**src/rtl/cdb_arbiter.sv**
```systemverilog
// Round-robin arbiter sharing the common data bus among the completing units.
// Grants one pending result per cycle and broadcasts it one cycle later.
module cdb_arbiter #(
    parameter int NUM_REQ = 4,
    parameter int LOCK_W  = 4,
    parameter int DATA_W  = 32,
    parameter int ADDR_W  = 32,
    parameter logic [LOCK_W-1:0] NO_LOCK = '1
) (
    input  logic                      clk,
    input  logic                      rst,
    input  logic                      flush,
    input  logic [NUM_REQ-1:0]        req_valid,
    input  logic [NUM_REQ*LOCK_W-1:0] req_entry,
    input  logic [NUM_REQ*DATA_W-1:0] req_value,
    input  logic [NUM_REQ*ADDR_W-1:0] req_addr,
    input  logic [NUM_REQ-1:0]        req_is_branch,
    output logic [NUM_REQ-1:0]        req_grant,
    output logic [LOCK_W-1:0]         cdb_entry,
    output logic [DATA_W-1:0]         cdb_value,
    output logic [ADDR_W-1:0]         cdb_addr,
    output logic                      cdb_is_branch,
    output logic [2:0]                busy_cnt
);

    localparam int PTR_W = (NUM_REQ > 1) ? $clog2(NUM_REQ) : 1;

    logic [PTR_W-1:0]  ptr_q, ptr_d;
    logic [LOCK_W-1:0] entry_q, entry_d;
    logic [DATA_W-1:0] value_q, value_d;
    logic [ADDR_W-1:0] addr_q, addr_d;
    logic              br_q, br_d;
    logic [2:0]        busy_q, busy_d;

    logic              gnt_found;
    logic [PTR_W-1:0]  gnt_idx;
    logic              gnt_en;
    int                j;

    // Circular search starting at the priority pointer
    always_comb begin
        gnt_found = 1'b0;
        gnt_idx   = '0;
        j         = 0;
        for (int k = 0; k < NUM_REQ; k++) begin
            j = int'(ptr_q) + k;
            if (j >= NUM_REQ) j = j - NUM_REQ;
            if (!gnt_found && req_valid[j]) begin
                gnt_found = 1'b1;
                gnt_idx   = PTR_W'(j);
            end
        end
    end

    assign gnt_en = rst && !flush && gnt_found;

    always_comb begin
        req_grant = '0;
        if (gnt_en) req_grant[gnt_idx] = 1'b1;
    end

    always_comb begin
        ptr_d   = ptr_q;
        entry_d = NO_LOCK;
        value_d = value_q;
        addr_d  = addr_q;
        br_d    = br_q;
        busy_d  = 3'($countones(req_valid));
        if (gnt_en) begin
            ptr_d   = (gnt_idx == PTR_W'(NUM_REQ - 1)) ? '0 : gnt_idx + 1'b1;
            entry_d = req_entry[gnt_idx*LOCK_W +: LOCK_W];
            value_d = req_value[gnt_idx*DATA_W +: DATA_W];
            addr_d  = req_addr[gnt_idx*ADDR_W +: ADDR_W];
            br_d    = req_is_branch[gnt_idx];
            busy_d  = busy_d - 3'd1;
        end
        if (flush) busy_d = 3'd0;
    end

    always_ff @(posedge clk or negedge rst) begin
        if (!rst) begin
            ptr_q   <= '0;
            entry_q <= NO_LOCK;
            value_q <= '0;
            addr_q  <= '0;
            br_q    <= 1'b0;
            busy_q  <= 3'd0;
        end else begin
            ptr_q   <= ptr_d;
            entry_q <= entry_d;
            value_q <= value_d;
            addr_q  <= addr_d;
            br_q    <= br_d;
            busy_q  <= busy_d;
        end
    end

    assign cdb_entry     = entry_q;
    assign cdb_value     = value_q;
    assign cdb_addr      = addr_q;
    assign cdb_is_branch = br_q;
    assign busy_cnt      = busy_q;

endmodule

```
**config.mk**
```make
export PLATFORM = sky130hd
export DESIGN_NAME = cdb_arbiter
export DESIGN_NICKNAME = d
export VERILOG_FILES = /design/src/rtl/cdb_arbiter.sv
export SDC_FILE = /design/constraint.sdc
export NUM_CORES = 1
export LEC_CHECK = 0
export CAP_MARGIN = 20
export CORE_AREA = 2 2 140 142
export CTS_BUF_LIST = sky130_fd_sc_hd__clkbuf_16
export DETAILED_ROUTE_END_ITERATION = 10
export DIE_AREA = 0 0 142 144
export PLACE_DENSITY_LB_ADDON = 0.12
export SKIP_LAST_GASP = 1
export SLEW_MARGIN = 25
export SYNTH_ARGS = -nofsm -noshare
export SYNTH_HDL_FRONTEND = slang
export SYNTH_SLANG_ARGS = --single-unit
```
**constraint.sdc**
```tcl
create_clock -name clk -period 2.9 [get_ports clk]
set_clock_uncertainty 0.1 [all_clocks]
set_input_delay 0.58 -clock clk [delete_from_list [all_inputs] [get_ports clk]]
set_output_delay 0.58 -clock clk [all_outputs]
set_load 0.05 [all_outputs]
```
==> results of run 1 <==
where the power goes:
group	switching (mW)	internal (mW)
clock network	0.453	0.738
logic	3.17	1.98
registers	0.239	1.45
total	3.86	4.16
registers in the layout, summed over array words and instances, names as in the netlist:
name,count
cdb_addr,32
cdb_value,32
cdb_entry,4
busy_cnt,3
ptr_q,2
cdb_is_branch,1
critical path, cell delays in order (launching register included):
cell and delay (ps):
dfrtp_1 480, nor2b_4 190, and2_2 220, nor3_4 280, buf_4 170, ha_1 140, and2_4 140, buf_12 130
through the flow:
step / TNS [ps] / hold WS, ps / power (mW) / setup WS [ps] / instance area (um2)
floorplan: 0 / 184 / 4.88 / 314 / 5750
global placement: -190 / 368 / 6.81 / -63.8 / 9740
detailed placement: -372 / 370 / 6.84 / -97.5 / 9740
CTS: 0 / 269 / 8.08 / 15.8 / 10100
global route: 0 / 284 / 8.42 / 2.07 / 10100
finish: 0 / 236 / 8.02 / 136 / 10100
cell families after synthesis:
group	Yosys count
buffers and inverters	76
adder cells (fa/ha/maj)	8
AND/OR/NAND/NOR	165
XOR/XNOR	2
flip-flops	74
multiplexers	65
AO/OA/AOI/OAI	216
how the worst max path moves through the flow:
stage	to	slack [ps]	cells after the start	from
3_5_place_dp	req_grant[0]	-100	8	req_valid[1]
4_1_cts	req_grant[2]	20	7	req_valid[1]
3_3_place_gp	req_grant[1]	-60	8	req_valid[3]
6_report	req_grant[1]	140	7	ptr_q[1]
2_1_floorplan	req_grant[0]	310	7	req_valid[2]
5_1_grt	req_grant[3]	2	7	ptr_q[1]
area by class of cell:
| cell class | count | area [um2] | area share [%] |
|---|---|---|---|
| clock buffer | 9 | 225 | 2.23 |
| inverter | 4 | 18.8 | 0.186 |
| clock inverter | 6 | 75.1 | 0.745 |
| antenna | 1 | 2.50 | 0.0248 |
| timing repair buffer | 397 | 4030 | 40.0 |
| multi-input combinational | 456 | 3580 | 35.5 |
| sequential | 74 | 1860 | 18.4 |
| tap | 238 | 298 | 2.95 |
synthesized netlist by cell type (2+ instances only):
cell type	instances	share of area [%]
a211oi_1	9	1.2
inv_1	2	0.13
nand2_1	71	4.6
o211ai_1	15	2.0
buf_6	6	1.2
o21ai_1	4	0.35
dfrtp_1	70	30
a21o_1	66	8.6
ha_1	7	1.5
mux2i_1	65	11
o211ai_2	50	11
o31ai_1	65	8.5
o21ai_0	2	0.17
nand4_1	65	7.1
and2_1	5	0.54
dfstp_2	4	1.8
nor2_1	7	0.46
buf_2	16	1.4
clkbuf_1	44	2.9
buf_4	5	0.65
nor3b_1	9	1.2
routing by layer:
layer | GRT usage, % | routed length, um | vias up
li1 | - | - | 3010
met4 | 10.0 | 772 | 0
met3 | 5.36 | 1940 | 41
met2 | 38.2 | 11800 | 303
met1 | 29.5 | 10100 | 3082
met5 | 0 | 0 | -
what timing repair did:
| item | CTS | global route |
|---|---|---|
| gates resized for setup | 7 | 3 |
| setup endpoints to repair | 4 | 4 |
| pin swaps | 3 | 3 |
| setup buffers | 2 | 0 |
==> flow_summary.yaml, run 1 <==
run_status:
  status: "completed"
layout:
  final_cell_count_no_fill: 1185
  layout_commonest_cell: "clkdlybuf4s50_1"
  areaGrowthSynthToFinish_pct: 75.3
  nets: 1233
  final_cell_mix: "clkdlybuf4s50_1, nand2_1, dfrtp_1"
  utilization_pct: 52.8
  nFillCells: 1772
  drive_gt1_share_pct: 13.8
synth:
  netlist_area_um2: 5750
  synthSimpleGateAreaFrac_pct: 15.1
  ys_seq_area_share_pct: 32.3
  synth_edf_count: 0
  ys_seq_elements: 74
  synth_top_family_by_area: "compound AO/OA/AOI/OAI gates"
  synthArstFlopShare_pct: 100
  ys.warnings.count: 0
  synth_mux_area_share_pct: 11.3
  syn_nets: 897
  avgSynthCellArea_um2: 9.49
  synth_compound_area_share_pct: 32.7
  synth-main-ff-cell: "dfrtp_1"
  synthXorXnorAreaFrac_pct: 0.305
  postSynthCellCount: 606
  synth-adder-area-share_pct: 1.87
  netlist-cell-type-count: 40
timing:
  hold_violations: 0
  min_period_ps: 2760
  setup_violations: 0
  worstMarginPinSlew_ps: 893
  fmax_ghz: 0.362
  max_slew_margin_pct: 40.4
  finalCritPeriodShare_pct: 95.3
  rsz0062_at_grt: "false"
  slew_violations: 0
route:
  wire_per_inst_um: 20.8
  ant_nets: 0
  drtPass1Iterations: 5
  drt_wl_total_mm: 24.6
  drt-initial-drc-count: 293
  post-route-drc-count: 0
  vias: 6436
  viasPerCell: 5.43
pwr:
  peakVddDrop_mv: 0.317
  power.density_nw_per_um2: 796
  leakage_nw: 4.26
global_route:
  grt-ovfl-total: 0
  antenna_found_initial: 1
  grt_pass1_vias: 6269
  grt_pass1_wl_mm: 36.4
  grt_usage_pct: 23.3
  grt_start_max_net_pins: 69
setup_path:
  rr_startpoint: "ptr_q[1]"
  worstPathMaxFanout: 7
  reg2reg_depth: 7
  endpoint_kind: "output pin"
  critPathLaunchType: "register"
  required_ps: 2220
  critPathKind: "reg -> out"
  timing.rr.end: "cdb_addr[5]"
  arrival_ps: 2080
  rrSetupSlack_ps: 360
clocking:
  cts.clk_slew.worst_paths_ps: 70
  clock_path_buffers: 2
  htreeDepth: 3
  cts_sinks: 74
  root_buffer: "clkbuf_16"
  cts_hold_buf: 0
  cts_tree: "yes"
  clock_latency_ps: 330
  cts_buffers: 9
place:
  finalWeightedCongestion: 0.840
  hpwlAfterDp_mm: 17.5
  place_inst: 1167
  io_buffers: 358
floorplanning:
  core_um2: 19100
  num_rows: 51
  start_util_pct: 30.1
  dieArea_um2: 20400
  ios: 359
  fp.dieW_um: 142
  dieHeight_um: 144
min_path:
  hp-class: "in -> async"
job:
  max_cap_violations: 0
Note: power is estimated with default switching activity, not from simulation.
==> run 2: changes to the inputs <==
==> constraint.sdc (replaced) <==
create_clock -name clk -period 3.4 [get_ports clk]
set_clock_uncertainty 0.1 [all_clocks]
set_input_delay 0.68 -clock clk [delete_from_list [all_inputs] [get_ports clk]]
set_output_delay 0.68 -clock clk [all_outputs]
set_load 0.05 [all_outputs]
==> flow_summary.yaml, run 2 (synthesis results as in run 1) <==
setup_path:
  worstPathMaxFanout: 4
  crit_buf_inv: 3
  crit_path_start: "req_valid[1]"
  critical_path_depth: 8
  required_ps: 2620
  crit_family: "buffers and inverters"
  arrival_ps: 2460
  path_cells: "clkdlybuf4s50_1 > nor3b_1 > a2111oi_4 > nor2_2 > clkinv_2 > ha_1 > and2_1 > buf_12"
  reg2reg_depth: 6
  critPathLaunchType: "input pin"
  endpoint_kind: "output pin"
  critPathKind: "in -> out"
  cp_slowest_cell: "clkdlybuf4s50_1"
  rr_startpoint: "ptr_q[1]"
  max_stage_delay_ps: 520
clocking:
  root_buffer: "clkbuf_16"
  cts.clk_slew.worst_paths_ps: 60
  clock_path_buffers: 2
  cts_tree: "yes"
  htreeDepth: 3
  cts_sinks: 74
  cts_buffers: 9
  cts_hold_buf: 0
  cts_resized: 0
  clock_latency_ps: 330
  cts_setup_buffers: 0
place:
  hpwlAfterDp_mm: 17.0
  dpl_worst_slack_ps: 156
  io_buffers: 358
  finalWeightedCongestion: 0.814
floorplanning:
  num_rows: 51
  ios: 359
  dieArea_um2: 20400
  fp.dieW_um: 142
  dieHeight_um: 144
  start_util_pct: 30.1
  core_um2: 19100
global_route:
  grt_pass1_vias: 6366
  antenna_found_initial: 0
  grt_usage_pct: 23.3
  grt_start_max_net_pins: 69
  grt-ovfl-total: 0
  grt_pass1_wl_mm: 36.8
layout:
  utilization_pct: 52.2
  antenna_cells: 0
  drive_gt1_share_pct: 12.0
  final_cell_mix: "clkdlybuf4s50_1, nand2_1, dfrtp_1"
  nets: 1217
  layout_commonest_cell: "clkdlybuf4s50_1"
  areaGrowthSynthToFinish_pct: 73.2
pwr:
  power.total_mw: 6.90
  leakage_nw: 4.16
  power.density_nw_per_um2: 693
  peakVddDrop_mv: 0.312
route:
  drt_wl_total_mm: 24.5
  wire_per_inst_um: 20.9
  viasPerCell: 5.46
  post-route-drc-count: 0
  drtPass1Iterations: 4
  ant_nets: 0
  vias: 6384
  drt-initial-drc-count: 252
timing:
  layout_setup_ws_ps: 159
  slew_violations: 0
  hold_violations: 0
  setup_tns_ps: 0
  rsz0062_at_grt: "false"
  setup_violations: 0
  worstMarginPinSlew_ps: 853
  min_period_ps: 3240
  max_slew_margin_pct: 43.1
  finalCritPeriodShare_pct: 95.3
  fmax_ghz: 0.309
run_status:
  status: "completed"
job:
  max_cap_violations: 0
min_path:
  hp-class: "in -> async"
[run 2: changes by cell type in the layout (fill, tap and decap cells not counted), moves of 3 or more]
cell             before  now
and2_4                3    0
and2_1                1    4
clkdlybuf4s50_1     349  353
buf_12               13   10
buf_4                31   18
[run 2: cell type report]
cell class	instances	area, um2
flip-flops and latches	74	1860
clock inverters	7	133
multi-input cells	456	3560
clock buffers	9	225
fillers	1799	9120
repair buffers	381	3870
inverters	4	18.8
well taps	238	298
[run 2: path summary, 6_finish.rpt]
check                                     end  slack, ps
worst min register to register   cdb_addr[29]        380
max in group asynchronous        cdb_value[9]       1890
min in group clk                 cdb_addr[29]        380
worst max register to register  cdb_value[29]        970
worst min-delay path            cdb_value[19]        350
worst max-delay path             req_grant[0]        160
[run 2: power by group]
part / switching, mW / internal (mW) / leakage, nW
sequential: 0.204 / 1.23 / 0.916
clock: 0.391 / 0.786 / 0.178
combinational: 2.67 / 1.61 / 3.07
[run 2: metal layers]
layer	track usage, %	vias to the layer above	part of all wire, %
met4	10.0	0	3.6
met1	29.3	3044	41
met5	0	-	0
met2	38.7	301	48
li1	-	2985	-
met3	5.03	54	7.3
[run 2: metrics by stage]
stage	cell area, um2	std cells	hold WS [ps]
5_1_grt	9960	1169	375
2_1_floorplan	5750	606	284
3_5_place_dp	9600	1153	372
3_3_place_gp	9600	1153	366
6_report	9960	1169	348
4_1_cts	9960	1169	366
==> run 3: changes to the inputs <==
==> constraint.sdc (replaced) <==
create_clock -name clk -period 4.2 [get_ports clk]
set_clock_uncertainty 0.1 [all_clocks]
set_input_delay 0.84 -clock clk [delete_from_list [all_inputs] [get_ports clk]]
set_output_delay 0.84 -clock clk [all_outputs]
set_load 0.05 [all_outputs]
==> flow_summary.yaml, run 3 (synthesis results as in run 1) <==
floorplanning:
  ios: 359
  core_um2: 19100
  num_rows: 51
  dieArea_um2: 20400
  dieHeight_um: 144
  fp.dieW_um: 142
  start_util_pct: 30.1
global_route:
  grt-ovfl-total: 0
  grt_pass1_vias: 6121
  grt_pass1_wl_mm: 36.0
  grt_start_max_net_pins: 69
  antenna_found_initial: 0
  grt_usage_pct: 22.9
pwr:
  power.internal_mw: 2.66
  seq_power_share_pct: 22.0
  power.density_nw_per_um2: 542
  pwr-share-comb_pct: 64.9
  swShare_pct: 49.7
  peakVddDrop_mv: 0.218
  p_switching_mw: 2.63
  clkPwrFrac_pct: 13.1
  power.total_mw: 5.29
  leakage_nw: 4.08
timing:
  fmax_ghz: 0.264
  rsz0062_at_grt: "false"
  setup_violations: 0
  min_period_ps: 3790
  setup_tns_ps: 0
  max_slew_margin_pct: 38.0
  finalCritPeriodShare_pct: 90.2
  slew_violations: 0
  hold_violations: 0
  worstMarginPinSlew_ps: 929
clocking:
  clock_latency_ps: 330
  cts_setup_buffers: 0
  cts_resized: 0
  cts_tree: "yes"
  cts.clk_slew.worst_paths_ps: 60
  cts_hold_buf: 0
  cts_buffers: 9
  clock_path_buffers: 2
  htreeDepth: 3
  root_buffer: "clkbuf_16"
  cts_sinks: 74
place:
  io_buffers: 358
  hpwlAfterDp_mm: 16.5
  dpl_cell_area_um2: 9520
  finalWeightedCongestion: 0.783
route:
  wire_per_inst_um: 20.7
  drtPass1Iterations: 4
  ant_nets: 0
  vias: 6196
  post-route-drc-count: 0
  viasPerCell: 5.33
  drt_wl_total_mm: 24.0
  drt-initial-drc-count: 226
setup_path:
  reg2reg_depth: 7
  required_ps: 3260
  timing.rr.end: "cdb_addr[20]"
  worstPathMaxFanout: 11
  arrival_ps: 2850
  critPathLaunchType: "input pin"
  crit_path_start: "req_valid[1]"
  critPathKind: "in -> out"
  rr_startpoint: "ptr_q[1]"
  endpoint_kind: "output pin"
  rrSetupSlack_ps: 1720
layout:
  layout_commonest_cell: "clkdlybuf4s50_1"
  final_cell_mix: "clkdlybuf4s50_1, nand2_1, dfrtp_1"
  drive_gt1_share_pct: 11.1
  antenna_cells: 0
  nets: 1211
  fin_area_um2: 9770
  areaGrowthSynthToFinish_pct: 69.9
min_path:
  hp-class: "in -> async"
job:
  max_cap_violations: 0
run_status:
  status: "completed"
## run 3: cell types whose count changed in the layout (fill, tap and decap cells not counted), sizes merged
| cell | before | now |
|---|---|---|
| buf | 28 | 22 |
| bufinv | 4 | 0 |
| clkinv | 3 | 6 |
| inv | 4 | 5 |
## run 3: how the worst max path moves through the flow
stage                   endpoint  slack (ps)  depth (start not counted)
floorplan           req_grant[0]        1090                          7
global placement    req_grant[0]         440                          8
detailed placement  req_grant[1]         430                          8
CTS                 req_grant[1]         410                          8
global route        req_grant[0]         280                          8
finish              req_grant[1]         410                          8
## run 3: layout make-up
| type | instances | area [um2] |
|---|---|---|
| inverters | 4 | 18.8 |
| repair buffers | 375 | 3790 |
| well taps | 238 | 298 |
| flip-flops and latches | 74 | 1860 |
| fillers | 1765 | 9310 |
| clock inverters | 7 | 28.8 |
| clock buffers | 9 | 225 |
| multi-input cells | 456 | 3560 |
## run 3: stage by stage
step           worst slack (ps)  utilization, %  cells  hold slack (ps)
3_3_place_gp                443            49.9   1147              365
5_1_grt                     282            51.2   1163              219
2_1_floorplan              1090               -    606              439
4_1_cts                     414            51.2   1163              223
6_report                    411            51.2   1163              230
3_5_place_dp                428            49.9   1147              370
## run 3: power groups by stage
stage	Sequential, mW	Clock [mW]	Combinational [mW]
floorplan	2.14	0	1.23
global placement	1.16	0	3.44
detailed placement	1.17	0	3.45
CTS	1.17	0.717	3.46
global route	1.20	0.758	3.62
finish	1.16	0.694	3.43
## run 3: critical path: stages
cell             delay [ps]
clkdlybuf4s50_1         580
nor3b_1                 400
a2111oi_4                90
nor2_2                  190
clkinv_2                210
ha_1                    220
and2_1                  170
buf_12                  160
## run 3: layer usage
metal | track usage (%) | share of wire, % | vias to the layer above | wire, um
met3 | 6.03 | 7.3 | 38 | 1750
li1 | - | - | 2967 | -
met4 | 8.26 | 3.1 | 0 | 739
met1 | 29.2 | 42 | 2922 | 10100
met2 | 37.6 | 47 | 269 | 11400
met5 | 0 | 0 | - | 0
